$ cat src/rtl/hc154_line_driver_pkg.sv
// Shared definitions for the HC154-style line driver and future display/mux blocks:
// geometry constants, FSM state type and the one-hot-low line decode.
package hc_pkg;

    localparam int LINES  = 16;
    localparam int CODE_W = 4;
    localparam int HOLD_W = 8;

    typedef enum logic [1:0] {
        IDLE  = 2'd0,
        DRIVE = 2'd1,
        GAP   = 2'd2
    } hc_state_e;

    // Active-low one-hot mask: only the bit selected by code is driven low.
    function automatic logic [LINES-1:0] hc_decode_n(input logic [CODE_W-1:0] code);
        logic [LINES-1:0] mask;
        mask       = {LINES{1'b1}};
        mask[code] = 1'b0;
        return mask;
    endfunction

endpackage

$ cat src/rtl/hc154_line_driver_if.sv
// Code-source / line-output bundle for hc154_line_driver.
// The Scan request only exists when HC154_SCAN_EN is defined.
interface hc154_line_driver_if;
    import hc_pkg::*;

    logic                EI;
    logic [CODE_W-1:0]   Code;
    logic                Valid;
    logic                Ready;
    logic [LINES-1:0]    Line_N;
    logic                GS;
    logic                Busy;
`ifdef HC154_SCAN_EN
    logic                Scan;

    modport slave  (input  EI, Code, Valid, Scan,
                    output Ready, Line_N, GS, Busy);
    modport master (output EI, Code, Valid, Scan,
                    input  Ready, Line_N, GS, Busy);
`else
    modport slave  (input  EI, Code, Valid,
                    output Ready, Line_N, GS, Busy);
    modport master (output EI, Code, Valid,
                    input  Ready, Line_N, GS, Busy);
`endif

endinterface

$ cat src/rtl/hc154_line_driver_timer.sv
// hc_hold_timer: loadable down-counter with enable and zero flag.
// Saturates at zero so an idle enable never wraps.
module hc_hold_timer
    import hc_pkg::*;
(
    input  logic              clk_i,
    input  logic              rst_i,
    input  logic              load_i,
    input  logic              en_i,
    input  logic [HOLD_W-1:0] load_val_i,
    output logic              zero_o
);

    logic [HOLD_W-1:0] cnt_q;
    logic [HOLD_W-1:0] cnt_d;

    // Next count: load wins over decrement.
    always_comb begin
        cnt_d = cnt_q;
        if (load_i) begin
            cnt_d = load_val_i;
        end else if (en_i && (cnt_q != {HOLD_W{1'b0}})) begin
            cnt_d = cnt_q - {{(HOLD_W-1){1'b0}}, 1'b1};
        end else begin
            cnt_d = cnt_q;
        end
    end

    // Count register.
    always_ff @(posedge clk_i) begin
        if (rst_i) begin
            cnt_q <= {HOLD_W{1'b0}};
        end else begin
            cnt_q <= cnt_d;
        end
    end

    assign zero_o = (cnt_q == {HOLD_W{1'b0}});

endmodule

$ cat src/rtl/hc154_line_driver.sv
// Sequenced 4-to-16 active-low line driver: IDLE -> DRIVE (HOLD cycles) -> GAP (1 cycle).
// Optional auto-scan selected with the HC154_SCAN_EN macro.
module hc154_line_driver
    import hc_pkg::*;
#(
    parameter int HOLD = 4
)(
    input  logic                CLK,
    input  logic                RST,
    hc154_line_driver_if.slave  bus
);

    localparam logic [HOLD_W-1:0] HOLD_LOAD = HOLD_W'(HOLD - 1);

    hc_state_e          state_q, state_d;
    logic [CODE_W-1:0]  code_q, code_d;
    logic [LINES-1:0]   line_n_q, line_n_d;
    logic               gs_q, gs_d;
    logic               busy_q, busy_d;

    logic               ready_s;
    logic               start_s;
    logic [CODE_W-1:0]  start_code_s;
    logic               tmr_load_s;
    logic               tmr_en_s;
    logic               tmr_zero_s;

`ifdef HC154_SCAN_EN
    logic [CODE_W-1:0]  scan_q, scan_d;
`endif

    assign ready_s = (state_q == IDLE) && !bus.EI;

    // Start request: an external transfer, or (scan build) a self-issued scan step.
    always_comb begin
        start_s      = 1'b0;
        start_code_s = bus.Code;
`ifdef HC154_SCAN_EN
        scan_d       = scan_q;
`endif
        if (ready_s && bus.Valid) begin
            start_s      = 1'b1;
            start_code_s = bus.Code;
`ifdef HC154_SCAN_EN
        end else if (ready_s && bus.Scan) begin
            start_s      = 1'b1;
            start_code_s = scan_q;
            scan_d       = scan_q + {{(CODE_W-1){1'b0}}, 1'b1};
`endif
        end else begin
            start_s      = 1'b0;
        end
    end

    // Next state and next registered outputs; outputs default to all lines released.
    always_comb begin
        state_d    = state_q;
        code_d     = code_q;
        line_n_d   = {LINES{1'b1}};
        gs_d       = 1'b1;
        busy_d     = 1'b0;
        tmr_load_s = 1'b0;
        tmr_en_s   = 1'b0;
        case (state_q)
            IDLE: begin
                if (start_s) begin
                    state_d    = DRIVE;
                    code_d     = start_code_s;
                    tmr_load_s = 1'b1;
                    line_n_d   = hc_decode_n(start_code_s);
                    gs_d       = 1'b0;
                    busy_d     = 1'b1;
                end else begin
                    state_d    = IDLE;
                end
            end
            DRIVE: begin
                // An abort and a natural timeout both release the lines into GAP.
                if (bus.EI || tmr_zero_s) begin
                    state_d  = GAP;
                    busy_d   = 1'b1;
                end else begin
                    state_d  = DRIVE;
                    tmr_en_s = 1'b1;
                    line_n_d = hc_decode_n(code_q);
                    gs_d     = 1'b0;
                    busy_d   = 1'b1;
                end
            end
            GAP: begin
                state_d = IDLE;
            end
            default: begin
                state_d = IDLE;
            end
        endcase
    end

    // State and output registers; reset releases every line without a GAP cycle.
    always_ff @(posedge CLK) begin
        if (RST) begin
            state_q  <= IDLE;
            code_q   <= {CODE_W{1'b0}};
            line_n_q <= {LINES{1'b1}};
            gs_q     <= 1'b1;
            busy_q   <= 1'b0;
        end else begin
            state_q  <= state_d;
            code_q   <= code_d;
            line_n_q <= line_n_d;
            gs_q     <= gs_d;
            busy_q   <= busy_d;
        end
    end

`ifdef HC154_SCAN_EN
    // Scan index register; restarts at line 0 after reset.
    always_ff @(posedge CLK) begin
        if (RST) begin
            scan_q <= {CODE_W{1'b0}};
        end else begin
            scan_q <= scan_d;
        end
    end
`endif

    hc_hold_timer u_timer (
        .clk_i      (CLK),
        .rst_i      (RST),
        .load_i     (tmr_load_s),
        .en_i       (tmr_en_s),
        .load_val_i (HOLD_LOAD),
        .zero_o     (tmr_zero_s)
    );

    assign bus.Ready  = ready_s;
    assign bus.Line_N = line_n_q;
    assign bus.GS     = gs_q;
    assign bus.Busy   = busy_q;

endmodule

$ cat src/flat_wrapper.sv
// flat-port wrapper written by rule: the top's interface ports become plain ports
module hc154_line_driver_flat import hc_pkg::*;
#(
    parameter int HOLD = 4
)
  (CLK, RST, bus_EI, bus_Code, bus_Valid, bus_Ready, bus_Line_N, bus_GS, bus_Busy);
  hc154_line_driver_if bus_i ();
  input  logic CLK;
  input  logic RST;
  input wire logic [$bits(bus_i.EI)-1:0] bus_EI;
  input wire logic [$bits(bus_i.Code)-1:0] bus_Code;
  input wire logic [$bits(bus_i.Valid)-1:0] bus_Valid;
  output wire logic [$bits(bus_i.Ready)-1:0] bus_Ready;
  output wire logic [$bits(bus_i.Line_N)-1:0] bus_Line_N;
  output wire logic [$bits(bus_i.GS)-1:0] bus_GS;
  output wire logic [$bits(bus_i.Busy)-1:0] bus_Busy;
  assign bus_i.EI = bus_EI;
  assign bus_i.Code = bus_Code;
  assign bus_i.Valid = bus_Valid;
  assign bus_Ready = bus_i.Ready;
  assign bus_Line_N = bus_i.Line_N;
  assign bus_GS = bus_i.GS;
  assign bus_Busy = bus_i.Busy;
  hc154_line_driver #(.HOLD(HOLD)) u_core (.CLK(CLK), .RST(RST), .bus(bus_i));
endmodule
$ cat config.mk
export PLATFORM = sky130hd
export DESIGN_NAME = hc154_line_driver_flat
export DESIGN_NICKNAME = d
export VERILOG_FILES = /design/src/rtl/hc154_line_driver_pkg.sv /design/src/rtl/hc154_line_driver_if.sv /design/src/rtl/hc154_line_driver_timer.sv /design/src/rtl/hc154_line_driver.sv /design/src/flat_wrapper.sv
export SDC_FILE = /design/constraint.sdc
export NUM_CORES = 1
export LEC_CHECK = 0
export CAP_MARGIN = 20
export CORE_MARGIN = 4
export CORE_UTILIZATION = 46
export CTS_CLUSTER_DIAMETER = 40
export CTS_CLUSTER_SIZE = 24
export DETAILED_ROUTE_END_ITERATION = 12
export PLACE_DENSITY = 0.74
export SYNTH_ARGS = -nofsm -noshare
export SYNTH_HDL_FRONTEND = slang
export SYNTH_SLANG_ARGS = --single-unit
$ cat constraint.sdc
create_clock -name CLK -period 1.5 [get_ports CLK]
set_input_delay 0.375 -clock CLK [delete_from_list [all_inputs] [get_ports CLK]]
set_output_delay 0.375 -clock CLK [all_outputs]
set_load 0.01 [all_outputs]
* Word-level counts from Yosys, hierarchy flattened
Cells that the tools add are included.
** Cells by class
- Add/subtract/negate cells :: 1
- Multiply operators :: 0
- Div/mod/pow operators :: 0
- $lt $le $gt $ge :: 4
- Equality and inequality tests :: 1
- Shift-type cells :: 0
- Mux-type cells :: 21
- Bitwise logic cells :: 2
- Reductions and logical operators :: 13
** Operators with widths (number)
- two-way mux 16 bit :: 2
- inverter 16 bit :: 2
- case mux 16 bit (2 select lines) :: 1
- < comparator 4 x 5 -> 1 bit, second input constant :: 2
- two-way mux 1 bit :: 10
- demux 1 bit (select 4 bit) :: 2
- >= comparator 4 x 1 -> 1 bit, second input constant :: 2
- zero test 8 bit :: 1
- nonzero test 8 bit :: 1
- subtractor 8 x 1 -> 8 bit, second input constant :: 1
- two-way mux 2 bit :: 3
- logical AND 1 bit :: 5
- case mux 1 bit (2 select lines) :: 2
- case mux 2 bit (2 select lines) :: 1
- equality test 2 x 1 -> 1 bit, second input constant :: 1
- zero test 2 bit :: 1
- AND reduction 2 bit :: 1
- nonzero test 2 bit :: 1
- OR reduction 2 bit :: 1
- zero test 1 bit :: 1
- logical OR 1 bit :: 1
** Storage, ports and cells
- Bits in registers :: 32
- Latch bits :: 0
- Memory bits (writable) :: 0
- ROM bits :: 0
- Word-level logic and storage cells :: 49
- Memories kept :: 0

* Depth between registers and ports, before layout
- Depth in word-level cells :: 7
- Depth in mapped cells :: 6
- Mapped depth without buffers :: 5

* By module
Synthesis repeated with hierarchy kept, for this count alone.
** Second synthesis, totals
- Cell total of the unflattened synthesis :: 177
- Area, all modules :: 1532.7 um^2
** By module, submodules not included
- hc154_line_driver :: instances 1, cells an instance 118, area each 1017.2 um^2, sequential area each 480.5 um^2
- hc_hold_timer :: instances 1, cells an instance 59, area each 515.5 um^2, sequential area each 160.2 um^2

* Worst setup path before layout
Ideal clock, no wire load.
- Path type :: reg-to-reg
- Start point :: register u_core.u_timer.cnt_q[0]
- End point :: register u_core.u_timer.cnt_q[1]
- Arrival :: 1.570 ns
- Data required time :: 1.405 ns
- Path slack :: -0.166 ns
- Stages on the path, launching flop included :: 7
- Clock period less this slack :: 1.666 ns
- Cell sequence :: dfxtp_1 inv_1 ha_1 nor3b_1 buf_2 a21oi_1 a221oi_1
** Between the ends
- Word-level cells in the longest chain between the ends :: 6
** RTL lines
- start: declaration :: line hc154_line_driver_timer.sv:14 : logic [HOLD_W-1:0] cnt_q;
- start signal: assignment :: line hc154_line_driver_timer.sv:32 : cnt_q <= {HOLD_W{1'b0}};
- start signal: assignment :: line hc154_line_driver_timer.sv:34 : cnt_q <= cnt_d;
- branches (longest 6 deep; another with subtractor 8 x 1 -> 8 bit)
Several ways; the timed one is not identified. The select of a mux whose other input is x is not followed.
A chain may end at the register's enable or synchronous reset.

* Final worst setup path
- Start point :: register u_core.u_timer.cnt_q[0]
- End point :: register u_core.u_timer.cnt_q[6]
** Between the ends
- Word-level cells in the longest chain between the ends :: 5
** RTL lines
- branches (longest 5 deep; another with subtractor 8 x 1 -> 8 bit)
Several ways; the timed one is not identified.

==> impl_metrics.toml <==
[outcome]
status = "finished with violations"
failed_checks = "setup timing"

[global_route]
grt_max_degree = 14
grtUsageTotal_pct = 24.4
antenna_found_initial = 0
overflow = 0
grt_pass1_vias = 1673
grt_first_pass_wirelength_mm = 8.14

[cells_and_area]
drive_gt1_share_pct = 42.4
fin_nets = 259
syn_to_final_growth_pct = 65.5
diodes = 0
fillers = 194
design_area_sq_um = 2550

[route]
avgRoutedWirePerCell_um = 18.6
antenna_left = 0
wl_met3_um = 474
vias = 1745
firstDrtPassIters = 4
drcViolationCount = 0
wl_met2_mm = 2.67
drt_iter0_markers = 206
wirelength_mm = 5.47
wl_met1_mm = 2.16
vias_per_cell = 5.94
routed.top_layer = "met4"

[sta]
tightest_slew_ns = 0.445
fin_setup_tns_ns = -1.71
fin_crit_sh_pct = 115
slew_violations = 0
setup_ws_ns = -0.221
setup_viol = 22
fin_worst_skew_ns = 0.0162
fmax_ghz = 0.581
maxSlewHeadroom_pct = 70.3
period_minus_slack_ns = 1.72
hold_ws_ns = 0.581
hold_violations = 0
rsz0062_at_grt = "true"

[logic_synthesis]
synth_edf_count = 0
seq_area_frac_synth_pct = 41.6
synth_ff_type = "dfxtp_1"
yosysTopAreaCellShare_pct = 41.6
ys_top_cells_by_count = "32 x dfxtp_1, 17 x nor2_1, 14 x nand2_1"
syn_area_sq_um = 1540
yosysTopAreaCell = "dfxtp_1"
syn-instance-count = 176
ys.warnings.count = 0
syn_nets = 186
synth_most_common_cell = "dfxtp_1"
netlist_top_cells_area = "dfxtp_1 42%, a32oi_1 5.7%, nor2_1 4.1%, nand2_1 3.4%, a21oi_1 3.2%"
synthArstFlopShare_pct = 0
avgSynthCellArea_sq_um = 8.75
synth-seq-cells = 32
synthDistinctLibCells = 46

[power_and_ir_drop]
p_per_area_nw_per_um2 = 758
p_total_mw = 1.93
p_leak_nw = 0.954
ir_drop_mv = 0.587

[placed_design]
post-dp-hpwl_mm = 3.37
dpl_cell_area_sq_um = 2210
portBuffers = 26
routabilityCongestion = 0.878
dp_slack_ns = -0.744

[setup_path]
crit_chain = "inv_2 > buf_4 > ha_1 > or4bb_4 > or4_4 > a21oi_2"
worstPathArrival_ns = 2.00
start_kind = "register"
slowest_delay_ns = 0.49
slowest_stage = "or4bb_4"
worstSetupEndpointType = "register"
r2r_slack_ns = -0.22
crit_buf_inv = 2
path_delay_family = "simple AND/OR/NAND/NOR gates"
rr_worst_depth = 6
required_ns = 1.78
path_max_fanout = 4
rr_endpoint = "u_core.u_timer.cnt_q[6]"
criticalPathCategory = "register to register"
r2r_start = "u_core.u_timer.cnt_q[0]"

[clocking]
cts_tree = "done"
cts_root_buf = "clkbuf_4"
htree_levels = 2
clk_pin_slew_ns = 0.11
clock_path_buffers = 2
cts_made_buffers = 5
cts.sinks = 32
clock_latency_ns = 0.34

[floorplanning]
start_util_pct = 49.2
die-area_sq_um = 4340
die_w_um = 65.9
coreArea_sq_um = 3130
pin_count = 27
fp-row-count = 20
die_y_um = 65.9

[job]
max_cap_viol_count = 0

[hold_path]
holdPathEnd = "u_core.code_q[2]"
min_from = "u_core.code_q[2]"
hold_path_class = "register to register"
hold_depth = 2
==> layer usage <==
metal | GRT usage (%) | vias to the layer above
met2 | 39.0 | 98
met5 | 0 | -
met4 | 6.48 | 0
li1 | - | 795
met3 | 5.95 | 16
met1 | 32.5 | 836
==> where the power goes <==
part           leakage (nW)  switching [mW]  internal (mW)  total [mW]
registers             0.262          0.0211          0.871       0.892
logic                 0.654           0.265          0.244       0.509
clock network        0.0380           0.310          0.223       0.533
total                 0.954           0.596           1.34        1.93
==> per-stage QoR <==
| stage | cells | util, % |
|---|---|---|
| finish | 294 | 81.5 |
| global route | 294 | 81.5 |
| CTS | 287 | 76.1 |
| detailed placement | 276 | 70.7 |
| global placement | 276 | 70.7 |
| floorplan | 176 | - |
==> cells by family (layout without fill, tap and decap cells) <==
family                     count (synthesis)  count (layout)  share of synthesized area, %
and+or+nand+nor                           78              78                          29.5
AOI/OAI and AO/OA                         42              42                          20.1
DFF                                       32              32                          41.6
buffers and inverters                     19              93                          5.28
muxes                                      3               3                          1.95
adders and majority gates                  2               2                          1.62
==> worst min-delay path, cell delays in order (launching register included) <==
cell and delay (ns):
dfxtp_1 0.40, nand2_1 0.09, a21oi_1 0.06
==> registers in the layout (all words and copies together) (netlist names) <==
name	cells
u_core.bus.GS	1
u_core.bus.Line_N	16
u_core.u_timer.cnt_q	8
u_core.state_q	2
u_core.bus.Busy	1
u_core.code_q	4
==> cell usage in the layout, fill, tap and decap left out, types with 3 or more instances in the layout <==
master and count:
a2111oi_4 3, buf_4 47, nand2_1 13, nand3_1 4
dfxtp_1 28, a21oi_1 7, or3_1 3, a32oi_1 10
buf_6 4, clkbuf_4 5, dfxtp_2 3, or2_2 4
a211oi_1 3, dlygate4sd2_1 20, nor2b_1 3, o21ai_1 4
clkdlybuf4s50_1 5, nor2_1 15, nand2b_1 4, inv_1 3
mux2i_1 3
==> timing repair <==
item | 4_1_cts | 5_1_grt
endpoints found under the setup margin | 50 | 28
pin swaps | 4 | 10
gates resized for setup | 49 | 30
cloned | 1 | 0
setup buffers | 2 | 7
hold endpoints to repair | 0 | 0
hold buffers | 0 | 0
==> final cells by class <==
type	count	area, sq um	share of cell area (%)
Clock inverter	2	10.0	0.393
Clock buffer	6	51.3	2.01
Multi-Input combinational cell	125	1080	42.3
Tap cell	44	55.1	2.16
Inverter	5	22.5	0.884
Sequential cell	32	648	25.4
Timing Repair Buffer	80	683	26.8
==> worst max path at each step <==
stage	from	to	slack (ns)	depth (start not counted)
3_3_place_gp	bus_EI	u_core.bus.Line_N[12]	-0.66	5
5_1_grt	u_core.u_timer.cnt_q[0]	u_core.u_timer.cnt_q[4]	-0.30	6
4_1_cts	u_core.u_timer.cnt_q[0]	u_core.u_timer.cnt_q[6]	-0.20	6
6_report	u_core.u_timer.cnt_q[0]	u_core.u_timer.cnt_q[6]	-0.22	6
3_5_place_dp	bus_EI	u_core.u_timer.cnt_q[3]	-0.74	5
2_1_floorplan	u_core.u_timer.cnt_q[1]	u_core.u_timer.cnt_q[1]	-0.03	6
Power figures use the tool's default switching activity.
